===== src/rtl/fetch_queue.sv =====
// fetch_queue: instruction-fetch stage around the PC register.
// Issues sequential fetch requests (address = PC) under a credit limit of
// DEPTH (buffered words + outstanding requests), buffers returned words with
// their addresses in a DEPTH-entry FIFO, and produces next_PC. A redirect
// flushes the FIFO and marks every still-outstanding response for discard.
// DEPTH must be a power of two (pointers wrap by natural overflow), >= 2.
module fetch_queue #(
  parameter int DEPTH = 4
) (
  input  logic        i_clock,
  input  logic        i_reset,
  input  logic [31:0] i_pc,
  output logic [31:0] o_next_pc,
  input  logic        i_redirect,
  input  logic [31:0] i_redirect_pc,
  output logic        o_imem_req_valid,
  input  logic        i_imem_req_ready,
  output logic [31:0] o_imem_req_addr,
  input  logic        i_imem_resp_valid,
  input  logic [31:0] i_imem_resp_data,
  output logic        o_out_valid,
  input  logic        i_out_ready,
  output logic [31:0] o_out_instr,
  output logic [31:0] o_out_pc
);

  localparam int AW = $clog2(DEPTH);
  localparam int CW = AW + 1;
  localparam logic [AW-1:0] PTR_ONE = AW'(1);
  localparam logic [CW-1:0] CNT_ONE = CW'(1);

  // FIFO storage: instruction word and its fetch address per entry
  logic [31:0]   r_instr_mem [DEPTH];
  logic [31:0]   r_pc_mem    [DEPTH];

  logic [AW-1:0] r_rd_ptr;
  logic [AW-1:0] r_wr_ptr;
  logic [CW-1:0] r_count;
  logic [CW-1:0] r_outstanding;
  logic [CW-1:0] r_discard;
  logic [31:0]   r_resp_pc;

  logic [CW:0]   w_credit_used;
  logic          w_credit;
  logic          w_accept;
  logic          w_push;
  logic          w_pop;
  logic [CW-1:0] w_accept_inc;
  logic [CW-1:0] w_resp_dec;
  logic [CW-1:0] w_push_inc;
  logic [CW-1:0] w_pop_dec;

  // Credit covers both words already buffered and words still in flight,
  // so a response can never land in a full FIFO.
  assign w_credit_used    = {1'b0, r_count} + {1'b0, r_outstanding};
  assign w_credit         = w_credit_used < (CW+1)'(DEPTH);
  assign o_imem_req_valid = !i_redirect && w_credit;
  assign o_imem_req_addr  = i_pc;
  assign w_accept         = o_imem_req_valid && i_imem_req_ready;

  assign o_next_pc = i_redirect ? i_redirect_pc :
                     (w_accept ? i_pc + 32'd4 : i_pc);

  // No bypass: the head is read straight from storage once count is non-zero.
  assign o_out_valid = (r_count != '0);
  assign o_out_instr = r_instr_mem[r_rd_ptr];
  assign o_out_pc    = r_pc_mem[r_rd_ptr];

  // A redirect cancels any pop or push in the same cycle.
  assign w_pop  = o_out_valid && i_out_ready && !i_redirect;
  assign w_push = i_imem_resp_valid && (r_discard == '0) && !i_redirect;

  assign w_accept_inc = w_accept          ? CNT_ONE : '0;
  assign w_resp_dec   = i_imem_resp_valid ? CNT_ONE : '0;
  assign w_push_inc   = w_push            ? CNT_ONE : '0;
  assign w_pop_dec    = w_pop             ? CNT_ONE : '0;

  // Write kept responses with their address into the FIFO slot at wr_ptr
  always_ff @(posedge i_clock) begin
    if (w_push) begin
      r_instr_mem[r_wr_ptr] <= i_imem_resp_data;
      r_pc_mem[r_wr_ptr]    <= r_resp_pc;
    end
  end

  // FIFO pointers and occupancy; a redirect empties the queue
  always_ff @(posedge i_clock or posedge i_reset) begin
    if (i_reset) begin
      r_rd_ptr <= '0;
      r_wr_ptr <= '0;
      r_count  <= '0;
    end else if (i_redirect) begin
      r_rd_ptr <= '0;
      r_wr_ptr <= '0;
      r_count  <= '0;
    end else begin
      if (w_push) r_wr_ptr <= r_wr_ptr + PTR_ONE;
      if (w_pop)  r_rd_ptr <= r_rd_ptr + PTR_ONE;
      r_count <= r_count + w_push_inc - w_pop_dec;
    end
  end

  // Track in-flight requests and how many of their responses must be dropped
  always_ff @(posedge i_clock or posedge i_reset) begin
    if (i_reset) begin
      r_outstanding <= '0;
      r_discard     <= '0;
    end else begin
      // No request is accepted during a redirect, so one formula serves both.
      r_outstanding <= r_outstanding + w_accept_inc - w_resp_dec;
      if (i_redirect) begin
        // Everything still in flight after this cycle belongs to the old path.
        r_discard <= r_outstanding - w_resp_dec;
      end else if (i_imem_resp_valid && (r_discard != '0)) begin
        r_discard <= r_discard - CNT_ONE;
      end
    end
  end

  // Address tag for the next kept response; restarts at the redirect target
  always_ff @(posedge i_clock or posedge i_reset) begin
    if (i_reset) begin
      r_resp_pc <= '0;
    end else if (i_redirect) begin
      r_resp_pc <= i_redirect_pc;
    end else if (w_push) begin
      r_resp_pc <= r_resp_pc + 32'd4;
    end
  end

endmodule


===== config.mk =====
export PLATFORM = sky130hd
export DESIGN_NAME = fetch_queue
export DESIGN_NICKNAME = d
export VERILOG_FILES = /design/src/rtl/fetch_queue.sv
export SDC_FILE = /design/constraint.sdc
export NUM_CORES = 1
export LEC_CHECK = 0
export CAP_MARGIN = 20
export CORE_MARGIN = 4
export CORE_UTILIZATION = 41
export CTS_BUF_LIST = sky130_fd_sc_hd__clkbuf_8
export DETAILED_ROUTE_END_ITERATION = 10
export SYNTH_ARGS = -nofsm -noshare
export SYNTH_HDL_FRONTEND = slang
export SYNTH_SLANG_ARGS = --single-unit
export TNS_END_PERCENT = 100

===== constraint.sdc =====
create_clock -name i_clock -period 3.9 [get_ports i_clock]
set_input_delay 0.78 -clock i_clock [delete_from_list [all_inputs] [get_ports i_clock]]
set_output_delay 0.78 -clock i_clock [all_outputs]
set_load 0.01 [all_outputs]

==> impl_results.rst, run 1 <==
.. list-table::
   :header-rows: 1

   * - Metric
     - Value
   * - Final RePlAce weighted congestion
     - 0.9131
   * - Number of buffers added on ports
     - 231
   * - Total non-filler cell area in the finished layout
     - 0.01726 mm²
   * - Layout net count
     - 1,200
   * - Global-route wire length before repair
     - 48.12 mm
   * - Source-to-sink clock delay at the later pin of the worst-skew pair
     - 0.56 ns
   * - Number of buffers inserted during clock tree synthesis
     - 48
   * - Maximum fanout along the worst path
     - 7
   * - Routed len/inst
     - 20.15 µm
   * - Chip Height
     - 186.7 µm
   * - Maximum clock insertion buffer count
     - 3
   * - Synth-to-layout area growth
     - 31.83%
   * - Category of the critical setup timing path
     - register to output pin
   * - Grt total ovfl
     - 0
   * - Part of the Yosys area used for sequential elements
     - 67.32%
   * - Effective utilization at floorplan
     - 41.49%
   * - Startpoint type of the worst setup path
     - register
   * - Worst setup EP type
     - output pin
   * - Status
     - completed
   * - Number of enable-type register cells in the synthesized netlist
     - 256
   * - Setup TNS after final layout
     - 0 ns
   * - Vias in the first global route
     - 8,476
   * - Post-Synthesis Cell Area
     - 0.01309 mm²
   * - Final Hold Vio Count
     - 0
   * - Worst hold-check path type
     - register to register
   * - Prevailing post-synth register cell
     - sky130_fd_sc_hd__edfxtp_1
   * - Proportion of power drawn by combinational gates
     - 25.3%
   * - P per Cell Area
     - 502.3 mW/mm²
   * - P_leak
     - 6.014 nW
   * - Power share of the clock group
     - 29.4%
   * - Fraction of layout instances using a drive strength above 1
     - 23.63%
   * - Post-synthesis cell type count
     - 45
   * - Warnings, synthesis
     - 0
   * - Async set or reset register ratio after synthesis
     - 14.95%
   * - Tightest slew margin relative to the limit
     - 45.98%
   * - Number of top-level pins
     - 232
   * - Synth Register Bits
     - 301
   * - Setup repair after global routing missed its margin
     - yes
   * - Average cell area after synthesis
     - 16.68 µm²
   * - Synthesized netlist net count
     - 905
   * - Worst supply voltage drop on vdd
     - 0.2020 mV
   * - Number of vias per cell
     - 5.129
   * - Via Count
     - 7,791
   * - Part of the total power dissipated in sequential elements
     - 45.2%
   * - Final HPWL from detailed placement
     - 20.77 mm
   * - Deepest level of the CTS H-tree
     - 2
   * - Power dissipated by switching net loads
     - 2.354 mW
   * - Full die area
     - 0.03485 mm²
   * - Pins Over Slew Limit
     - 0
   * - Maximum number of pins on one net before global-route repair
     - 65
   * - Post-detailed-route DRC marker count
     - 0
   * - Starting DRC count in detailed routing
     - 374
   * - Arrival time of data at the critical path endpoint
     - 3.04 ns
   * - Antenna violations before repair
     - 0
   * - Clock skew
     - 0.01519 ns
   * - Sum of internal, switching and leakage power
     - 8.668 mW
   * - R2R depth
     - 10
   * - Clock tree root buffer cell
     - sky130_fd_sc_hd__clkbuf_8
   * - Number of standard cells after synthesis
     - 785
   * - Final worst-path cycle share
     - 97.98%
   * - Max-Cap Viols
     - 0
   * - Required time at the worst-slack endpoint
     - 3.12 ns
   * - Placement row count
     - 65
   * - Minimum period implied by the final worst setup slack
     - 3.821 ns
   * - Worst hold path stage count
     - 0
   * - Total placed instance area
     - 0.01622 mm²
   * - Switching part of the total
     - 27.16%
   * - Remaining number of nets flagged by the antenna check after routing
     - 0
   * - Antenna cell count
     - 0
   * - CTS tree
     - yes
   * - Fmax
     - 0.2617 GHz
   * - Internal power
     - 6.314 mW
   * - Clock tree sinks
     - 301
   * - Die outline width
     - 186.7 µm
   * - Total setup violations reported at the end of the flow
     - 0
   * - GRT Total Usage
     - 17.46%
   * - Tightest Pin Transition
     - 0.8037 ns
   * - Core box area
     - 0.03156 mm²
   * - Total wire length after detailed routing
     - 30.61 mm
   * - First drt pass iteration count
     - 6
   * - Clock slew at the register clock pins of the worst setup and hold paths
     - 0.06 ns
[synthesized netlist by cell type (6+ instances only)]
| library cell | number | share of area (%) |
|---|---|---|
| sky130_fd_sc_hd__xnor2_1 | 30 | 2.0 |
| sky130_fd_sc_hd__edfxtp_1 | 256 | 59 |
| sky130_fd_sc_hd__buf_4 | 32 | 1.8 |
| sky130_fd_sc_hd__a21boi_0 | 19 | 1.1 |
| sky130_fd_sc_hd__ha_1 | 16 | 1.5 |
| sky130_fd_sc_hd__clkbuf_1 | 17 | 0.49 |
| sky130_fd_sc_hd__a21boi_1 | 7 | 0.40 |
| sky130_fd_sc_hd__inv_1 | 24 | 0.69 |
| sky130_fd_sc_hd__nand4_1 | 21 | 1.0 |
| sky130_fd_sc_hd__nor2_1 | 21 | 0.60 |
| sky130_fd_sc_hd__nor4_1 | 7 | 0.33 |
| sky130_fd_sc_hd__nand2b_1 | 18 | 0.86 |
| sky130_fd_sc_hd__nand3_1 | 23 | 0.88 |
| sky130_fd_sc_hd__xor2_1 | 30 | 2.0 |
| sky130_fd_sc_hd__nor3_1 | 18 | 0.69 |
| sky130_fd_sc_hd__o21ai_0 | 8 | 0.31 |
| sky130_fd_sc_hd__dfrtp_1 | 45 | 8.6 |
| sky130_fd_sc_hd__or3_1 | 6 | 0.29 |
| sky130_fd_sc_hd__nand2_1 | 33 | 0.95 |
| sky130_fd_sc_hd__mux4_2 | 64 | 11 |
| sky130_fd_sc_hd__o21a_1 | 7 | 0.40 |
| sky130_fd_sc_hd__mux2_2 | 19 | 1.6 |
| sky130_fd_sc_hd__and3_1 | 13 | 0.62 |
| sky130_fd_sc_hd__a21oi_1 | 7 | 0.27 |
| sky130_fd_sc_hd__buf_1 | 8 | 0.23 |
[critical path, cell delays in order (launching register included)]
cell and delay, ns:
sky130_fd_sc_hd__dfrtp_1 0.42, sky130_fd_sc_hd__ha_4 0.27, sky130_fd_sc_hd__or4_4 0.50, sky130_fd_sc_hd__or4_4 0.43
sky130_fd_sc_hd__buf_8 0.16, sky130_fd_sc_hd__nor4_4 0.22, sky130_fd_sc_hd__xor2_1 0.10, sky130_fd_sc_hd__mux2_4 0.27
sky130_fd_sc_hd__buf_6 0.12
[layout make-up]
type | count | area (µm²)
clock buffer | 50 | 688.2
clock inverter | 37 | 224.0
fill | 2602 | 14300
inverter | 25 | 93.84
multi-input combinational | 396 | 3948
sequential | 301 | 8821
tap | 402 | 503.0
timing repair buffer | 308 | 2980
[state kept, by name, indices dropped and copies added (netlist names)]
name	flops
r_count	3
r_resp_pc	32
r_wr_ptr	2
r_discard	3
r_rd_ptr	2
r_outstanding	3
r_instr_mem	128
r_pc_mem	128
[layout by cell type, fill, tap and decap left out, types with 10 or more instances in the layout]
cell                              instances
sky130_fd_sc_hd__xor2_1                  29
sky130_fd_sc_hd__nor3_1                  11
sky130_fd_sc_hd__ha_1                    15
sky130_fd_sc_hd__nor2_1                  21
sky130_fd_sc_hd__a21boi_0                19
sky130_fd_sc_hd__buf_12                  10
sky130_fd_sc_hd__nand4_1                 21
sky130_fd_sc_hd__clkdlybuf4s50_1        208
sky130_fd_sc_hd__mux2_2                  18
sky130_fd_sc_hd__dfrtp_1                 43
sky130_fd_sc_hd__dlygate4sd2_1           10
sky130_fd_sc_hd__nand3_1                 23
sky130_fd_sc_hd__nand2_1                 33
sky130_fd_sc_hd__mux4_2                  64
sky130_fd_sc_hd__xnor2_1                 30
sky130_fd_sc_hd__buf_4                   66
sky130_fd_sc_hd__edfxtp_1               256
sky130_fd_sc_hd__inv_1                   37
sky130_fd_sc_hd__nand2b_1                18
sky130_fd_sc_hd__clkbuf_8                50
sky130_fd_sc_hd__clkinv_2                10
[repair_timing]
action	4_1_cts	5_1_grt
pin swaps	5	2
endpoints found under the setup margin	22	21
cloned	0	0
gates resized for setup	53	17
hold buffers	0	0
buffers inserted	4	1
[routing by layer]
| metal | vias to the layer above | global-route usage [%] | wire [µm] |
|---|---|---|---|
| met1 | 3863 | 22.94 | 13370 |
| li1 | 3624 | - | - |
| met2 | 265 | 29.12 | 14730 |
| met5 | - | 0 | 0 |
| met3 | 39 | 5.107 | 2032 |
| met4 | 0 | 3.925 | 483 |
[cell families (layout without fill, tap and decap cells)]
| logic type | count (synthesis) | count (layout) | synth area share (%) |
|---|---|---|---|
| AO/OA/AOI/OAI | 57 | 57 | 3.020 |
| XOR/XNOR | 60 | 60 | 4.014 |
| adder cells (fa/ha/maj) | 18 | 18 | 1.835 |
| buffers and inverters | 88 | 420 | 3.594 |
| flip-flops | 301 | 301 | 67.32 |
| multiplexers | 85 | 85 | 12.80 |
| AND/OR/NAND/NOR | 176 | 176 | 7.417 |
[worst paths after layout]
path                                        from               end  slack [ns]
worst max-delay path            r_outstanding[2]     o_next_pc[27]        0.08
worst min-delay path                r_resp_pc[1]    r_pc_mem[2][1]        0.53
worst max register to register  r_outstanding[2]  r_outstanding[2]        1.35
worst min register to register      r_resp_pc[1]    r_pc_mem[2][1]        0.53
max in group asynchronous                i_reset  r_outstanding[1]        2.51
min in group asynchronous                i_reset     r_resp_pc[29]        0.66
[metrics by stage]
step           hold WS (ns)  instances  setup slack, ns  util, %
2_1_floorplan        0.4760        785           0.4984        -
3_3_place_gp         0.5117       1427         -0.09220    51.40
3_5_place_dp         0.5217       1427         -0.08728    51.40
4_1_cts              0.5185       1518         -0.07926    54.44
5_1_grt              0.5453       1519          -0.1047    54.69
6_report             0.5287       1519          0.07868    54.69
[power groups by stage]
stage | clock, mW | combinational (mW) | sequential (mW)
after global placement | 0 | 2.20 | 3.99
final | 2.55 | 2.20 | 3.92
after global routing | 2.81 | 2.38 | 3.96
after floorplan | 0 | 1.24 | 3.85
after detailed placement | 0 | 2.21 | 4.00
after CTS | 2.63 | 2.22 | 3.93
Power figures use the tool's default switching activity.
==> run 2: changes to the inputs <==
--- a/config.mk
+++ b/config.mk
@@ -6,10 +6,11 @@
 export NUM_CORES = 1
 export LEC_CHECK = 0
 export CAP_MARGIN = 20
-export CORE_MARGIN = 4
+export CORE_MARGIN = 3
 export CORE_UTILIZATION = 41
 export CTS_BUF_LIST = sky130_fd_sc_hd__clkbuf_8
 export DETAILED_ROUTE_END_ITERATION = 10
+export GPL_TIMING_DRIVEN = 0
 export SYNTH_ARGS = -nofsm -noshare
 export SYNTH_HDL_FRONTEND = slang
 export SYNTH_SLANG_ARGS = --single-unit
==> run 2 against run 1 <==
Compared with the run above: global-route usage rose by 0.77 points; setup slack worse by 0.029 ns; clock power decreased by 2%; clock-buffer cell count increased by 1; die area is 2.1% lower; total power decreased by 0.87%; maximum frequency is 0.75% lower; wire length is 1.7% higher; final cell count decreased by 0.66%; utilization rose by 0.70 points; critical path depth is 1 higher; register-to-register slack worse by 0.02 ns.
==> impl_results.rst, run 2 (synthesis gave the netlist of run 1 again) <==
.. list-table::
   :header-rows: 1

   * - Metric
     - Value
   * - Number of top-level pins
     - 232
   * - Worst hold-check path type
     - register to register
   * - GRT Total Usage
     - 18.24%
   * - Number of buffers added on ports
     - 231
   * - Antenna violations before repair
     - 0
   * - Final worst-path cycle share
     - 98.73%
   * - Source-to-sink clock delay at the later pin of the worst-skew pair
     - 0.54 ns
   * - CTS tree
     - yes
   * - Pins Over Slew Limit
     - 0
   * - Commonest non-fill, non-tap cell in the layout
     - sky130_fd_sc_hd__edfxtp_1
   * - Crit path max-delay family
     - simple AND/OR/NAND/NOR gates
   * - Part of the total power dissipated in sequential elements
     - 44.6%
   * - Routed len/inst
     - 20.63 µm
   * - Placed cells
     - 1,417
   * - Most frequent cells in the layout
     - sky130_fd_sc_hd__edfxtp_1, sky130_fd_sc_hd__clkdlybuf4s50_1, sky130_fd_sc_hd__mux4_2
   * - Total non-filler cell area in the finished layout
     - 0.01717 mm²
   * - First drt pass iteration count
     - 4
   * - Minimum period implied by the final worst setup slack
     - 3.850 ns
   * - Worst setup EP type
     - output pin
   * - P per Cell Area
     - 500.6 mW/mm²
   * - Tightest slew margin relative to the limit
     - 38.73%
   * - Clock slew at the register clock pins of the worst setup and hold paths
     - 0.06 ns
   * - Switching part of the total
     - 26.82%
   * - Final Hold Vio Count
     - 0
   * - Setup repair after global routing missed its margin
     - yes
   * - Category of the critical setup timing path
     - register to output pin
   * - Placement row count
     - 64
   * - Clock tree root buffer cell
     - sky130_fd_sc_hd__clkbuf_8
   * - Tightest Pin Transition
     - 0.9120 ns
   * - Die outline width
     - 184.7 µm
   * - Maximum fanout along the worst path
     - 4
   * - Standard cell with the maximum stage delay on the critical path
     - sky130_fd_sc_hd__or4_4
   * - Global-route wire length before repair
     - 47.80 mm
   * - Via Count
     - 7,818
   * - Fraction of layout instances using a drive strength above 1
     - 21.65%
   * - Synth-to-layout area growth
     - 31.13%
   * - Pre-CTS setup slack
     - -0.6188 ns
   * - Clock tree sinks
     - 301
   * - Total wire length after detailed routing
     - 31.13 mm
   * - Power share of the clock group
     - 29.1%
   * - Arrival time of data at the critical path endpoint
     - 3.07 ns
   * - Antenna cell count
     - 0
   * - Final RePlAce weighted congestion
     - 0.8298
   * - Biggest registers after layout
     - r_instr_mem (128), r_pc_mem (128), r_resp_pc (32)
   * - Number of vias per cell
     - 5.181
   * - P_leak
     - 5.965 nW
   * - Buf/Inv on CP
     - 3
   * - Fmax
     - 0.2597 GHz
   * - Delay of the slowest cell on the worst path
     - 0.51 ns
   * - Series of cell instances along the critical path
     - ha_4, or4_4, or4_4, buf_6, buf_6, nor3_4, xnor2_1, a21boi_1, buf_2
   * - Worst supply voltage drop on vdd
     - 0.2339 mV
   * - Proportion of power drawn by combinational gates
     - 26.3%
   * - Grt total ovfl
     - 0
   * - Count of non-filler cells in the finished layout
     - 1,509
   * - Final Worst Setup Slack
     - 0.04969 ns
   * - Internal power
     - 6.288 mW
   * - Chip Height
     - 184.7 µm
   * - Power dissipated by switching net loads
     - 2.305 mW
   * - Max-Cap Viols
     - 0
   * - Deepest level of the CTS H-tree
     - 2
   * - Status
     - completed
   * - Total setup violations reported at the end of the flow
     - 0
   * - Core box area
     - 0.03099 mm²
   * - Total placed instance area
     - 0.01604 mm²
   * - Post-detailed-route DRC marker count
     - 0
   * - Number of buffers inserted during clock tree synthesis
     - 48
   * - Vias in the first global route
     - 8,372
   * - Final HPWL from detailed placement
     - 21.44 mm
   * - Full die area
     - 0.03411 mm²
   * - Starting DRC count in detailed routing
     - 324
   * - Effective utilization at floorplan
     - 42.24%
   * - Remaining number of nets flagged by the antenna check after routing
     - 0
   * - Startpoint type of the worst setup path
     - register
   * - Clock skew
     - 0.01676 ns
   * - Maximum number of pins on one net before global-route repair
     - 46
   * - Maximum clock insertion buffer count
     - 3
   * - Final-layout fill cell count
     - 2,526
   * - Worst hold-check slack
     - 0.5272 ns
   * - Layout net count
     - 1,198
   * - Required time at the worst-slack endpoint
     - 3.12 ns
[run 2: changes by cell type in the layout (fill, tap and decap cells not counted), sizes merged, moves of 4 or more]
cell / delta
dlygate4sd2: +5
buf: -21
clkinv: -4
dlymetal6s2s: +7
clkdlybuf4s50: -11
clkbuf: +16
[run 2: metrics by stage]
stage	util, %	power (mW)	TNS (ns)
4_1_cts	55.19	8.729	-0.4436
5_1_grt	55.39	9.056	-0.1110
3_5_place_dp	51.76	6.153	-13.24
2_1_floorplan	-	5.095	0
6_report	55.39	8.593	0
3_3_place_gp	51.30	6.129	-441.27
[run 2: area by class of cell]
cell class / count / area, µm² / share of cell area (%)
buffer: 61 / 397.9 / 2.318
sequential: 301 / 8816 / 51.36
tap: 396 / 495.5 / 2.886
clock buffer: 51 / 701.9 / 4.089
multi-input combinational: 396 / 3970 / 23.13
timing repair buffer: 245 / 2494 / 14.53
inverter: 25 / 93.84 / 0.5466
clock inverter: 34 / 197.7 / 1.152
[run 2: timing repair]
item / 4_1_cts / 5_1_grt
buffers inserted: 9 / 0
hold buffers: 0 / 0
endpoints found under the setup margin: 60 / 20
gates resized for setup: 89 / 20
pin swaps: 12 / 5
[run 2: worst reg2reg max path: stages (launching register included)]
cell and delay [ns]:
sky130_fd_sc_hd__dfrtp_1 0.39, sky130_fd_sc_hd__inv_1 0.09, sky130_fd_sc_hd__ha_1 0.19, sky130_fd_sc_hd__nand2b_1 0.10
sky130_fd_sc_hd__nor2_1 0.52, sky130_fd_sc_hd__and3_4 0.63, sky130_fd_sc_hd__buf_12 0.30
[run 2: final timing paths]
| check | cells past startpoint | endpoint | slack [ns] | startpoint |
|---|---|---|---|---|
| max | 9 | o_next_pc[21] | 0.05 | r_outstanding[2] |
| min | 0 | r_pc_mem[0][1] | 0.53 | r_resp_pc[1] |
| max reg2reg | 6 | r_instr_mem[1][17] | 1.33 | r_discard[0] |
| min reg2reg | 0 | r_pc_mem[0][1] | 0.53 | r_resp_pc[1] |
| max in group asynchronous | 3 | r_count[1] | 2.78 | i_reset |
| min in group asynchronous | 2 | r_resp_pc[0] | 0.59 | i_reset |
[run 2: metal layers]
metal  track usage (%)  wire, µm  up-vias  share of wire (%)
met4             6.273       978        0                3.1
met1             23.89     13230     3860                 43
met3             4.302      2190       62                7.0
li1                  -         -     3604                  -
met5                 0         0        -                  0
met2             30.13     14730      292                 47
[run 2: power groups by stage]
| stage | Clock [mW] | Combinational, mW | Sequential, mW |
|---|---|---|---|
| 3_5_place_dp | 0 | 2.25 | 3.90 |
| 3_3_place_gp | 0 | 2.23 | 3.90 |
| 4_1_cts | 2.58 | 2.31 | 3.84 |
| 2_1_floorplan | 0 | 1.24 | 3.85 |
| 6_report | 2.50 | 2.26 | 3.84 |
| 5_1_grt | 2.75 | 2.45 | 3.86 |
==> run 3: changes to the inputs <==
--- a/config.mk
+++ b/config.mk
@@ -11,6 +11,7 @@
 export CTS_BUF_LIST = sky130_fd_sc_hd__clkbuf_8
 export DETAILED_ROUTE_END_ITERATION = 10
 export GPL_TIMING_DRIVEN = 0
+export MAX_ROUTING_LAYER = met4
 export SYNTH_ARGS = -nofsm -noshare
 export SYNTH_HDL_FRONTEND = slang
 export SYNTH_SLANG_ARGS = --single-unit
==> run 3 against run 2 <==
Compared with the run above: first-iteration DRC count increased by 3.7%; sequential share of layout area unchanged; clock power about the same; wire length increased by 0.23%; via count decreased by 0.35%; sequential cell count unchanged.
==> impl_results.rst, run 3 (synthesis gave the netlist of run 1 again) <==
.. list-table::
   :header-rows: 1

   * - Metric
     - Value
   * - Grt total ovfl
     - 0
   * - Crit path max-delay family
     - simple AND/OR/NAND/NOR gates
   * - Routed len/inst
     - 20.68 µm
   * - Clock skew
     - 0.01747 ns
   * - Setup repair after global routing missed its margin
     - yes
   * - Final worst-path cycle share
     - 98.68%
   * - Maximum fanout along the worst path
     - 4
   * - Global-route wire length before repair
     - 47.69 mm
   * - CTS tree
     - yes
   * - Minimum period implied by the final worst setup slack
     - 3.849 ns
   * - Standard cell with the maximum stage delay on the critical path
     - sky130_fd_sc_hd__or4_4
   * - P_leak
     - 5.965 nW
   * - Commonest non-fill, non-tap cell in the layout
     - sky130_fd_sc_hd__edfxtp_1
   * - Tightest Pin Transition
     - 0.9010 ns
   * - Final Hold Vio Count
     - 0
   * - Core box area
     - 0.03099 mm²
   * - P per Cell Area
     - 500.7 mW/mm²
   * - Buf/Inv on CP
     - 3
   * - Antenna cell count
     - 0
   * - Fmax
     - 0.2598 GHz
   * - Pins Over Slew Limit
     - 0
   * - Layout net count
     - 1,198
   * - Placed cells
     - 1,417
   * - GRT Total Usage
     - 18.80%
   * - Antenna violations before repair
     - 0
   * - Delay of the slowest cell on the worst path
     - 0.51 ns
   * - Count of non-filler cells in the finished layout
     - 1,509
   * - Post-detailed-route DRC marker count
     - 0
   * - Number of buffers added on ports
     - 231
   * - Number of vias per cell
     - 5.163
   * - Worst setup EP type
     - output pin
   * - Total wire length after detailed routing
     - 31.20 mm
   * - Clock slew at the register clock pins of the worst setup and hold paths
     - 0.06 ns
   * - Final-layout fill cell count
     - 2,526
   * - Pre-CTS setup slack
     - -0.6188 ns
   * - Total non-filler cell area in the finished layout
     - 0.01717 mm²
   * - Vias in the first global route
     - 8,398
   * - Die outline width
     - 184.7 µm
   * - Clock tree sinks
     - 301
   * - Maximum clock insertion buffer count
     - 3
   * - Placement row count
     - 64
   * - Max-Cap Viols
     - 0
   * - Synth-to-layout area growth
     - 31.13%
   * - Category of the critical setup timing path
     - register to output pin
   * - Clock tree root buffer cell
     - sky130_fd_sc_hd__clkbuf_8
   * - Final HPWL from detailed placement
     - 21.44 mm
   * - Final RePlAce weighted congestion
     - 0.8425
   * - Starting DRC count in detailed routing
     - 336
   * - Fraction of layout instances using a drive strength above 1
     - 21.65%
   * - Final Worst Setup Slack
     - 0.05133 ns
   * - Most frequent cells in the layout
     - sky130_fd_sc_hd__edfxtp_1, sky130_fd_sc_hd__clkdlybuf4s50_1, sky130_fd_sc_hd__mux4_2
   * - Via Count
     - 7,791
   * - Tightest slew margin relative to the limit
     - 39.47%
   * - Worst hold-check path type
     - register to register
   * - Number of buffers inserted during clock tree synthesis
     - 48
   * - Arrival time of data at the critical path endpoint
     - 3.07 ns
   * - Total setup violations reported at the end of the flow
     - 0
   * - Full die area
     - 0.03411 mm²
   * - Biggest registers after layout
     - r_instr_mem (128), r_pc_mem (128), r_resp_pc (32)
   * - Worst supply voltage drop on vdd
     - 0.2343 mV
   * - Remaining number of nets flagged by the antenna check after routing
     - 0
   * - First drt pass iteration count
     - 4
   * - Source-to-sink clock delay at the later pin of the worst-skew pair
     - 0.55 ns
   * - Maximum number of pins on one net before global-route repair
     - 46
   * - Chip Height
     - 184.7 µm
   * - Required time at the worst-slack endpoint
     - 3.12 ns
   * - Startpoint type of the worst setup path
     - register
   * - Status
     - completed
   * - Effective utilization at floorplan
     - 42.24%
   * - Total placed instance area
     - 0.01604 mm²
   * - Number of top-level pins
     - 232
   * - Deepest level of the CTS H-tree
     - 2
   * - Series of cell instances along the critical path
     - ha_4, or4_4, or4_4, buf_6, buf_6, nor3_4, xnor2_1, a21boi_1, buf_2
==> run 3: worst register-to-register path: stages (launching register included) <==
cell and delay [ns]:
sky130_fd_sc_hd__dfrtp_1 0.39, sky130_fd_sc_hd__inv_1 0.09, sky130_fd_sc_hd__ha_1 0.19, sky130_fd_sc_hd__nand2b_1 0.10, sky130_fd_sc_hd__nor2_1 0.51, sky130_fd_sc_hd__and3_4 0.63
sky130_fd_sc_hd__buf_12 0.30
==> run 3: final cells by class <==
type	count	area, µm²	area share [%]
sequential	301	8816	51.36
multi-input combinational	396	3970	23.13
timing repair buffer	245	2494	14.53
clock buffer	51	701.9	4.089
tap	396	495.5	2.886
buffer	61	397.9	2.318
clock inverter	34	197.7	1.152
inverter	25	93.84	0.5466
==> run 3: path summary, 6_finish.rpt <==
check,slack (ns),depth (start not counted),endpoint,start
min reg2reg,0.52,0,r_pc_mem[3][1],r_resp_pc[1]
max in group asynchronous,2.78,3,r_count[1],i_reset
max reg2reg,1.34,6,r_instr_mem[1][17],r_discard[0]
max,0.05,9,o_next_pc[21],r_outstanding[2]
min in group asynchronous,0.59,2,r_resp_pc[0],i_reset
min,0.52,0,r_pc_mem[3][1],r_resp_pc[1]
==> run 3: what timing repair did <==
item | in CTS | in global routing
hold buffers | 0 | 0
pin swaps | 12 | 5
setup endpoints to repair | 60 | 20
buffers inserted | 9 | 0
gates resized for setup | 89 | 20
==> run 3: where the power goes <==
group	total, mW	switching, mW	internal, mW
logic	2.26	1.00	1.26
registers	3.84	0.144	3.69
clock network	2.50	1.16	1.34
total	8.60	2.31	6.29
==> run 3: through the flow <==
| stage | setup TNS [ns] | total power [mW] | hold WS (ns) | utilization [%] |
|---|---|---|---|---|
| floorplan | 0 | 5.095 | 0.4760 | - |
| global placement | -441.27 | 6.129 | 0.5025 | 51.30 |
| detailed placement | -13.24 | 6.153 | 0.5136 | 51.76 |
| CTS | -0.4436 | 8.729 | 0.5225 | 55.19 |
| global route | -0.1108 | 9.058 | 0.5442 | 55.39 |
| finish | 0 | 8.596 | 0.5193 | 55.39 |
==> run 3: routing by layer <==
metal / GRT usage [%] / vias up / wire length (µm)
met5: - / - / 0
met4: 6.273 / 0 / 957
met3: 3.868 / 63 / 2005
met2: 30.14 / 295 / 14760
met1: 24.18 / 3829 / 13480
li1: - / 3604 / -
